==> src/rtl/ws2812_iomem_queue.sv <==
`default_nettype none
// ============================================================================
// Module   : ws2812_iomem_queue
// Purpose  : iomem slave that buffers CPU LED writes in a small FIFO and
//            replays them to a ws2812 driver as single-cycle led_write
//            pulses, spaced at least WRITE_GAP cycles apart.
// Ports    : clk, resetn          - clock, synchronous active-low reset
//            iomem_valid/ready    - bus handshake (ready is a 1-cycle ack)
//            iomem_wstrb/addr/wdata/rdata - bus write/read payload
//            led_num/led_rgb_data/led_write - driver write port
//            busy                 - queue non-empty or spacing in progress
// Registers: BASE+0 DATA   (write: {r,g,b,led_num}, byte-strobe merged)
//            BASE+4 STATUS ([7:0] count, [8] full, [9] empty,
//                           [16] drop_err (W1C via byte 2), [31:24] gap)
// Revision : 1.0 - initial release
// ============================================================================
module ws2812_iomem_queue #(
  parameter logic [31:0] BASE_ADDR  = 32'h0400_0000,
  parameter int          FIFO_DEPTH = 8,
  parameter int          WRITE_GAP  = 4,
  parameter int          NUM_LEDS   = 8
) (
  input  logic        clk,
  input  logic        resetn,
  input  logic        iomem_valid,
  output logic        iomem_ready,
  input  logic [3:0]  iomem_wstrb,
  input  logic [31:0] iomem_addr,
  input  logic [31:0] iomem_wdata,
  output logic [31:0] iomem_rdata,
  output logic [7:0]  led_num,
  output logic [23:0] led_rgb_data,
  output logic        led_write,
  output logic        busy
);

  localparam int          AW       = (FIFO_DEPTH > 1) ? $clog2(FIFO_DEPTH) : 1;
  localparam int          CW       = AW + 1;
  localparam logic [CW-1:0] DEPTH_C = CW'(FIFO_DEPTH);
  localparam logic [8:0]  NUM_LEDS_C = 9'(NUM_LEDS);
  localparam logic [7:0]  GAP_C      = 8'(WRITE_GAP);
  localparam logic [7:0]  GAP_RELOAD = 8'(WRITE_GAP - 1);

  // Entries are stored as the merged DATA word: [7:0] led, [31:8] rgb.
  logic [31:0]   mem [FIFO_DEPTH];
  logic [AW-1:0] wr_ptr;
  logic [AW-1:0] rd_ptr;
  logic [CW-1:0] count;
  logic [7:0]    gap;
  logic [31:0]   shadow;
  logic          drop_err;

  logic        hit;
  logic        sel_status;
  logic        is_write;
  logic        full;
  logic        empty;
  logic        data_wr;
  logic        data_wr_ok;
  logic        ack;
  logic        num_ok;
  logic        push;
  logic        pop;
  logic        drop_set;
  logic        drop_clr;
  logic [31:0] merged;
  logic [31:0] status_word;

  // Byte offset within a register is don't-care.
  logic unused_addr_bits;
  assign unused_addr_bits = ^iomem_addr[1:0];

  // The !iomem_ready term keeps a held request from being served twice.
  assign hit        = iomem_valid & ~iomem_ready &
                      (iomem_addr[31:3] == BASE_ADDR[31:3]);
  assign sel_status = iomem_addr[2];
  assign is_write   = |iomem_wstrb;

  assign full  = (count == DEPTH_C);
  assign empty = (count == '0);

  assign merged = {iomem_wstrb[3] ? iomem_wdata[31:24] : shadow[31:24],
                   iomem_wstrb[2] ? iomem_wdata[23:16] : shadow[23:16],
                   iomem_wstrb[1] ? iomem_wdata[15:8]  : shadow[15:8],
                   iomem_wstrb[0] ? iomem_wdata[7:0]   : shadow[7:0]};

  assign num_ok     = ({1'b0, merged[7:0]} < NUM_LEDS_C);
  assign data_wr    = hit & ~sel_status & is_write;
  // Full is judged on the registered count, so a pop on this edge does not
  // admit a stalled write until the following edge.
  assign data_wr_ok = data_wr & ~full;
  assign ack        = hit & ~(data_wr & full);
  assign push       = data_wr_ok & num_ok;
  assign pop        = ~empty & (gap == 8'd0);

  assign drop_set = data_wr_ok & ~num_ok;
  assign drop_clr = hit & sel_status & iomem_wstrb[2] & iomem_wdata[16];

  assign status_word = {GAP_C, 7'd0, drop_err, 6'd0, empty, full, 8'(count)};

  assign busy = ~empty | (gap != 8'd0);

  always_ff @(posedge clk) begin
    if (resetn && push) begin
      mem[wr_ptr] <= merged;
    end
  end

  always_ff @(posedge clk) begin
    if (!resetn) begin
      iomem_ready  <= 1'b0;
      iomem_rdata  <= 32'd0;
      led_num      <= 8'd0;
      led_rgb_data <= 24'd0;
      led_write    <= 1'b0;
      wr_ptr       <= '0;
      rd_ptr       <= '0;
      count        <= '0;
      gap          <= 8'd0;
      shadow       <= 32'd0;
      drop_err     <= 1'b0;
    end else begin
      iomem_ready <= ack;
      iomem_rdata <= (ack & sel_status & ~is_write) ? status_word : 32'd0;

      if (data_wr_ok) begin
        shadow <= merged;
      end

      // A drop on the same edge as a clear leaves the flag set.
      if (drop_set) begin
        drop_err <= 1'b1;
      end else if (drop_clr) begin
        drop_err <= 1'b0;
      end

      if (push) begin
        wr_ptr <= wr_ptr + 1'b1;
      end

      if (pop) begin
        rd_ptr       <= rd_ptr + 1'b1;
        led_num      <= mem[rd_ptr][7:0];
        led_rgb_data <= mem[rd_ptr][31:8];
        led_write    <= 1'b1;
        gap          <= GAP_RELOAD;
      end else begin
        led_write <= 1'b0;
        if (gap != 8'd0) begin
          gap <= gap - 8'd1;
        end
      end

      case ({push, pop})
        2'b10:   count <= count + 1'b1;
        2'b01:   count <= count - 1'b1;
        default: count <= count;
      endcase
    end
  end

endmodule
`default_nettype wire

==> config.mk <==
export PLATFORM = sky130hd
export DESIGN_NAME = ws2812_iomem_queue
export DESIGN_NICKNAME = d
export VERILOG_FILES = /design/src/rtl/ws2812_iomem_queue.sv
export SDC_FILE = /design/constraint.sdc
export NUM_CORES = 1
export LEC_CHECK = 0
export ABC_AREA = 1
export BUFFER_PORTS_ARGS = -buffer_cell sky130_fd_sc_hd__buf_2
export CORE_ASPECT_RATIO = 2
export CORE_MARGIN = 2
export CORE_UTILIZATION = 55
export DETAILED_ROUTE_END_ITERATION = 8
export GPL_ROUTABILITY_DRIVEN = 0
export PLACE_DENSITY = 0.85
export SYNTH_ARGS = -nofsm -noshare
export SYNTH_HDL_FRONTEND = slang
export SYNTH_SLANG_ARGS = --single-unit
==> constraint.sdc <==
create_clock -name clk -period 5.7 [get_ports clk]
set_clock_uncertainty 0.2 [all_clocks]
set_input_delay 0.285 -clock clk [delete_from_list [all_inputs] [get_ports clk]]
set_output_delay 0.285 -clock clk [all_outputs]
set_load 0.05 [all_outputs]
[Word-level counts from Yosys, hierarchy flattened]
Memory sizes are Yosys's and may differ from the RTL's. A register that Yosys moved wholly into a read port is not among the register bits.
Cells that the tools add are included.
Operators by class
  add/sub/neg operators: 5
  magnitude comparators: 1
  shifts and indexed selects: 0
  divide/modulo/power cells: 0
  muxes and demuxes: 13
  multiply operators: 0
  eq/ne operators: 4
  bitwise gates (word level): 24
  reductions and logical operators: 11
Operators with widths (count)
  2-to-1 mux 8 bit: 4
  equality test 29 x 24 -> 1 bit (second input constant): 1
  2-to-1 mux 27 bit: 1
  AND 1 bit: 15
  zero test 8 bit: 1
  < comparator 8 x 4 -> 1 bit (second input constant): 1
  NOT 1 bit: 8
  one-hot mux 4 bit (2 select lines): 1
  nonzero test 8 bit: 1
  subtractor 8 x 1 -> 8 bit (second input constant): 1
  adder 3 x 1 -> 3 bit (second input constant): 2
  nonzero test 2 bit: 3
  2-to-1 mux 1 bit: 5
  adder 4 x 1 -> 4 bit (second input constant): 1
  equality test 4 bit (second input constant): 1
  zero test 4 bit: 1
  2-to-1 mux 2 bit: 2
  OR reduction 4 bit: 1
  subtractor 4 x 1 -> 4 bit (second input constant): 1
  equality test 2 x 1 -> 1 bit (second input constant): 1
  equality test 2 bit (second input constant): 1
  AND reduction 2 bit: 1
  OR reduction 2 bit: 1
  logical AND 1 bit: 1
  other kinds (2): 2
Storage, ports and cells
  latch bits: 0
  flip-flop bits (word level): 85
  output and inout port bits: 67
  memory bits (writable): 256
  bits in read-only memories: 0
  bits of input ports: 71
  memories kept: 1
  logic and storage cells: 70
Memory list
  mem: depth 8, width 32, read ports 1, clocked after memory_dff 1, wr ports 1, RTL line 45  | logic [31:0] mem [FIFO_DEPTH];

[Logic depth before layout (Yosys ltp)]
Gate-level depths: netlist of run 1.
  word-level depth: 11
  mapped depth: 18
  gate-level depth less buffers: 18

[Least setup slack after synthesis of run 1]
No wires, ideal clock.
  path kind: register to register
  start: register iomem_ready
  end: memory mem[1][0], enable pin
  library setup time: 421 ps
  slack: 2441 ps
  arrival: 2638 ps
  buffers on the path: 0
  clock period less this slack: 3259 ps
  cell stages (with the launch flop): 12
  required time: 5079 ps
  cell sequence: dfxtp_1 > inv_1 > nand2_1 > nor2_1 > nand2_1 > inv_1 > nand2_1 > nor2_2 > nand2_4 > nor2_4 > nand2_2 > nor2_1
On the way
  cells in the longest elaborated chain, start to end: 10
RTL lines
  start: declaration: RTL line 26  | output logic iomem_ready,
  start signal: assignment: RTL line 123  | iomem_ready <= ack;
  NOT 1 bit: RTL line 74  | assign hit = iomem_valid & ~iomem_ready &
  AND 1 bit (2 in a row): RTL line 74
  AND 1 bit (2 in a row): RTL line 88  | assign data_wr = hit & ~sel_status & is_write;
  AND 1 bit: RTL line 91  | assign data_wr_ok = data_wr & ~full;
  AND 1 bit: RTL line 93  | assign push = data_wr_ok & num_ok;
  logical AND 1 bit: RTL line 104  | if (resetn && push) begin
  2-to-1 mux 1 bit: RTL line 104
  2-to-1 mux 1 bit (implied by the code): RTL line 105  | mem[wr_ptr] <= merged;
  end: declaration: RTL line 45
Every way passes these cells.

[Final worst setup path of run 1]
  start: register count[1]
  end: memory mem[4][5], enable pin
On the way
  cells in the longest elaborated chain, start to end: 7
RTL lines
  start: declaration: RTL line 48  | logic [CW-1:0] count;
  start signal: assignment: RTL line 155  | 2'b10: count <= count + 1'b1;
  start signal: assignment: RTL line 156  | 2'b01: count <= count - 1'b1;
  start signal: assignment: RTL line 157  | default: count <= count;
  equality test 4 bit: RTL line 79  | assign full = (count == DEPTH_C);
  NOT 1 bit: RTL line 91
  AND 1 bit: RTL line 91
  AND 1 bit: RTL line 93
  logical AND 1 bit: RTL line 104
  2-to-1 mux 1 bit: RTL line 104
  2-to-1 mux 1 bit (implied by the code): RTL line 105
Every way passes these cells.

==> results.yml, run 1 <==
run_status:
  outcome: "completed"
synth:
  synth_area_sq_mm: 0.01419
  synthTopCellsByArea: "edfxtp_1 54%, dfxtp_1 13%, o21ai_0 7.0%"
  yosys_register_bits: 349
  netlist_instances: 1355
  yosysWarnings: 0
  synth.distinct_cells: 33
  synth_top_area_share_pct: 54.16
  synth_top_cell_by_area: "edfxtp_1"
  yosysSeqAreaShare_pct: 67.27
  avgSynthCellArea_sq_um: 10.48
route:
  vias: 10207
  m1WireLength_mm: 11.00
  dr.first_iter.drc_count: 936
  drt-total-wl_mm: 32.19
  wl_per_cell_microns: 17.91
  met3_wirelength_mm: 3.028
  highest_layer: "met4"
  drc: 0
  drt_pass1_iterations: 6
  wl_met2_mm: 16.92
  vias_per_cell: 5.680
  ant_nets: 0
placement:
  numPortBuffers: 111
  place_hpwl_mm: 18.05
  place_ws_ns: 2.119
  dpl_cell_area_sq_mm: 0.01487
min_path:
  worstHoldPathCells: 3
  hold_start: "resetn"
  hold_path.class: "primary input to flip-flop"
  min_to: "gap[1]"
sta:
  tightest_slew_ns: 1.147
  finalCritPeriodShare_pct: 59.44
  post-route-min-period_ns: 3.388
  rsz0062_at_grt: "no"
  fmax_mhz: 295.1
  setup_violations: 0
  slew_viol_final: 0
  fin_tns_setup_ns: 0
  setup_ws_ns: 2.312
  relSlewSlack_pct: 23.42
  hold_viol_final: 0
cts:
  cts_max_level: 1
  clk_pin_slew_ns: 0.07
  cts.sinks: 349
  clock-root-buffer: "clkbuf_16"
  clk_latency_ns: 0.56
  cts_made_buffers: 28
  cts_tree: "done"
  clock_path_buffers: 3
  cts_resized: 0
  cts_setup_buffers: 0
global_routing:
  gr-total-overflow: 0
  grt_pass1_wl_mm: 50.26
  grt_util_all_layers_pct: 23.37
  antenna_found_initial: 0
  grt_max_degree: 67
  grt_pass1_vias: 10169
finish:
  n_antenna_cell: 0
  drive_gt1_share_pct: 13.66
  post-route-util_pct: 61.86
  stdcell_area_sq_mm: 0.01580
  final_nets: 1515
  area_growth_pct: 11.33
setup_path:
  critPathLaunchType: "flip-flop"
  path_class: "flip-flop to flip-flop"
  critical_path.max_fanout: 60
  required_ns: 5.71
  worst_r2r_endpoint: "mem[4][5]"
  critical_path.endpoint_type: "flip-flop"
  crit_arrival_ns: 3.40
  reg2reg_from: "count[1]"
  reg2regPathDepth: 9
  rrSetupSlack_ns: 2.31
floorplan:
  rows: 83
  start_util_pct: 55.56
  ios: 138
  die_area_sq_mm: 0.02719
  die_w_microns: 117.6
  die_y_microns: 231.2
  core_area_sq_mm: 0.02555
power_and_ir_drop:
  powerDensity_mw_per_mm2: 317.2
  peakVddDrop_v: 0.0003204
  p_leak_nw: 6.160
flow_run:
  max_cap_viol_count: 0
worst max path at each step:
| stage | from | end | depth (start not counted) |
|---|---|---|---|
| finish | count[1] | mem[4][5] | 9 |
| global route | iomem_ready | mem[4][6] | 12 |
| CTS | count[1] | mem[4][16] | 9 |
| detailed placement | iomem_wstrb[1] | mem[4][10] | 10 |
| global placement | iomem_wstrb[1] | mem[4][10] | 10 |
| floorplan | iomem_ready | mem[1][0] | 11 |
power breakdown:
| group | internal, W | total [W] | switching [W] |
|---|---|---|---|
| clock | 0.00110 | 0.00194 | 0.000842 |
| combinational | 0.0000858 | 0.000306 | 0.000221 |
| sequential | 0.00275 | 0.00276 | 0.0000175 |
| total | 0.00393 | 0.00501 | 0.00108 |
metal layers:
layer | GRT usage (%) | vias to the layer above
met5 | 0 | -
met4 | 13.06 | 0
met3 | 3.100 | 93
met2 | 42.01 | 566
met1 | 26.83 | 4811
li1 | - | 4737
Yosys cell counts:
cell,count
fa_1,1
inv_2,5
dfxtp_1,93
nor2_8,1
o31ai_1,1
conb_1,1
buf_6,3
nor2_4,2
clkbuf_1,48
o22ai_1,64
clkinv_1,1
xor2_1,3
ha_1,6
nand2_4,2
edfxtp_1,256
a21oi_1,39
inv_1,92
o21ai_2,1
o21ai_0,198
or2_2,2
nor2_2,5
nand4_1,4
a311oi_1,1
nor2_1,190
xnor2_1,1
nand2_2,6
buf_2,18
nand2_1,232
o21ai_1,2
nand3b_1,1
nor3_1,1
buf_4,30
nand3_1,45
per-stage QoR:
| stage | hold WS (ns) | total power, W | std cells |
|---|---|---|---|
| final | 0.03138 | 0.005012 | 1797 |
| after CTS | 0.0008769 | 0.005028 | 1797 |
| after global routing | 0.04968 | 0.005155 | 1797 |
| after detailed placement | 0.2297 | 0.003120 | 1745 |
| after floorplan | 0.2048 | 0.003054 | 1378 |
| after global placement | 0.2232 | 0.003103 | 1745 |
placed cells by master (no fill, tap or decap), drive strengths merged, types with 2 or more instances in the layout:
cell and count:
dlygate4sd3 2, a21oi 39, nor2 198, or2 2
ha 6, bufinv 3, dfxtp 93, nand2 240
o21ai 201, o22ai 64, clkbuf 42, xor2 3
inv 98, buf 126, clkinv 5, edfxtp 256
nand3 45, conb 24, nand4 4
sequential cells by signal, indices dropped and copies added, names as in the netlist:
| register | cells |
|---|---|
| count | 4 |
| led_num | 8 |
| rd_ptr | 3 |
| wr_ptr | 3 |
| led_write | 1 |
| led_rgb_data | 24 |
| iomem_rdata | 8 |
| mem | 256 |
| shadow | 32 |
| gap | 8 |
| drop_err | 1 |
| iomem_ready | 1 |
cell type report:
type / count / area (sq um)
Timing Repair Buffer: 128 / 688.2
Clock buffer: 42 / 794.5
Inverter: 98 / 367.9
Tap cell: 340 / 425.4
Clock inverter: 8 / 117.6
Multi-Input combinational cell: 832 / 3855
Fill cell: 1934 / 9744
Sequential cell: 349 / 9554
cell families after synthesis:
logic type | share of synthesized area [%]
AND/OR/NAND/NOR | 14.04
flip-flops | 67.27
AO/OA/AOI/OAI | 11.42
buffers and inverters | 6.320
adder cells (fa/ha/maj) | 0.6699
XOR/XNOR | 0.2468
other | 0.02642
worst max-delay path, cell delays in order (launching register included):
cell and delay (ns):
dfxtp_1 0.36, inv_1 0.09, nand3_1 0.16, nor2_1 0.09, nor2_2 0.21, nand2_4 0.41
nor2_4 0.24, nand2_2 0.13, nor2_2 0.66, buf_4 0.48
timing repair:
action | 4_1_cts | 5_1_grt
setup endpoints to repair | 0 | 0
endpoints found under the hold margin | 2 | 0
hold buffers | 2 | 0
(Power assumes the default switching activity.)
==> run 2, diff against run 1 <==
Clock period 5.7 ns to 3.35 ns, I/O delays scaled along.
==> results.yml, run 2 (synthesized netlist as in run 1, its figures left out) <==
cts:
  cts_made_buffers: 27
  clock-root-buffer: "clkbuf_16"
  clk_latency_ns: 0.54
  clk_pin_slew_ns: 0.07
  cts.sinks: 349
  cts_tree: "done"
  cts_max_level: 1
  cts_setup_buffers: 0
  clock_path_buffers: 3
global_routing:
  antenna_found_initial: 0
  grt_pass1_vias: 10173
  grt_max_degree: 71
  gr-total-overflow: 0
  grt_pass1_wl_mm: 48.83
  grt_util_all_layers_pct: 22.77
sta:
  relSlewSlack_pct: 32.52
  slew_viol_final: 0
  fin_tns_setup_ns: 0
  fmax_mhz: 352.4
  hold_viol_final: 0
  tightest_slew_ns: 1.002
  setup_violations: 0
  finalCritPeriodShare_pct: 84.70
  post-route-min-period_ns: 2.837
  rsz0062_at_grt: "no"
route:
  drt-total-wl_mm: 31.46
  vias: 10244
  dr.first_iter.drc_count: 984
  wl_per_cell_microns: 17.36
  drc: 0
  vias_per_cell: 5.653
  drt_pass1_iterations: 8
  ant_nets: 0
min_path:
  hold_start: "iomem_wdata[28]"
  hold_path.class: "primary input to flip-flop"
setup_path:
  critPathLaunchType: "flip-flop"
  critPathBufInv: 1
  path_cells: "inv_1 > ha_1 > nand2_1 > nor2_2 > nand4_1 > nor2_2 > ha_1 > ha_1 > nand2_1 > nand2_1 > a21oi_1 > nor2_1 > nor2_1 > nand2_1 > o21ai_0 > a21oi_1"
  reg2reg_from: "gap[0]"
  critical_path.endpoint_type: "flip-flop"
  crit_arrival_ns: 3.06
  path_delay_family: "simple AND/OR/NAND/NOR gates"
  crit_top_cell: "nand2_1"
  required_ns: 3.58
  path_class: "flip-flop to flip-flop"
  cpPeakStageDelay_ns: 0.30
  critical_path.max_fanout: 5
  cp-startpoint: "gap[0]"
  crit_path_top_delay_cell: "dfxtp_1"
power_and_ir_drop:
  intPower_w: 0.006774
  netSwitchingPower_w: 0.001843
  comb_power_share_pct: 6.2
  p_leak_nw: 6.244
  peakVddDrop_v: 0.0005987
  p_clk_share_pct: 39.2
  powerDensity_mw_per_mm2: 539.8
  p_sw_share_pct: 21.38
  seq_power_share_pct: 54.6
finish:
  final_cell_mix: "256 x edfxtp_1, 232 x nand2_1, 198 x o21ai_0"
  fillers: 1871
  largest_register: "mem"
  mostFrequentLayoutCell: "edfxtp_1"
  drive_gt1_share_pct: 14.27
  largest_reg_flops: 256
  n_antenna_cell: 0
  instances_no_fill: 1812
  final_nets: 1530
  area_growth_pct: 12.46
  largest_registers: "mem (256), shadow (32), led_rgb_data (24)"
placement:
  dpl.cell_count: 1755
  numPortBuffers: 111
  place_hpwl_mm: 18.28
run_status:
  outcome: "completed"
floorplan:
  start_util_pct: 55.56
  ios: 138
  rows: 83
  core_area_sq_mm: 0.02555
  die_area_sq_mm: 0.02719
  die_w_microns: 117.6
  die_y_microns: 231.2
flow_run:
  max_cap_viol_count: 0
## run 2: cell types whose count changed in the layout (fill, tap and decap cells not counted), sizes merged, moves of 2 or more
| cell | previous run | this run |
|---|---|---|
| buf | 126 | 136 |
| bufinv | 3 | 6 |
| clkbuf | 42 | 31 |
| clkinv | 5 | 11 |
| clkinvlp | 0 | 2 |
| dlygate4sd3 | 2 | 8 |
## run 2: what timing repair did
| item | CTS | global route |
|---|---|---|
| hold buffers | 8 | 0 |
| resized for setup | 0 | 0 |
| endpoints found under the hold margin | 42 | 0 |
## run 2: cell type report
type                       instances  area, sq um  area share (%)
inverter                          98        367.9           2.304
multi-input combinational        832         3855           24.15
clock inverter                    18        249.0           1.560
sequential                       349         9553           59.84
tap                              340        425.4           2.665
timing repair buffer             144        823.3           5.157
clock buffer                      31        690.7           4.326
## run 2: final timing paths
path         cells past startpoint  slack [ns]              end
min                              3        0.01       mem[5][28]
max                             16        0.51         count[3]
min reg2reg                      2        0.23  iomem_rdata[16]
max reg2reg                     16        0.51         count[3]
## run 2: per-layer routing
layer / routed length [microns] / global-route usage [%] / vias up
li1: - / - / 4762
met1: 10710 / 24.71 / 4797
met2: 16520 / 42.27 / 553
met3: 2630 / 2.534 / 132
met4: 1600 / 13.86 / 0
met5: 0 / 0 / -
## run 2: metrics by stage
step | total power, W | hold slack, ns | worst slack (ns) | cell area [sq um] | util [%]
after detailed placement | 0.005314 | 0.2230 | 0.4434 | 14940 | 58.50
final | 0.008617 | 0.01366 | 0.5126 | 15960 | 62.49
after CTS | 0.008643 | 0.004508 | 0.5079 | 15960 | 62.49
after global placement | 0.005284 | 0.2194 | 0.5377 | 14940 | 58.50
after floorplan | 0.005196 | 0.1761 | 0.09146 | 14280 | -
after global routing | 0.008868 | 0.05771 | 0.2729 | 15960 | 62.49
## run 2: worst min-delay path, cell delays in order
cell and delay (ns):
buf_2 0.08, nand2_1 0.04, o21ai_0 0.27
## run 2: power by group through the flow
| stage | Clock, W | Sequential [W] | Combinational [W] |
|---|---|---|---|
| floorplan | 0 | 0.00479 | 0.000404 |
| global placement | 0 | 0.00480 | 0.000488 |
| detailed placement | 0 | 0.00480 | 0.000515 |
| CTS | 0.00342 | 0.00470 | 0.000525 |
| global route | 0.00358 | 0.00471 | 0.000585 |
| finish | 0.00338 | 0.00470 | 0.000532 |
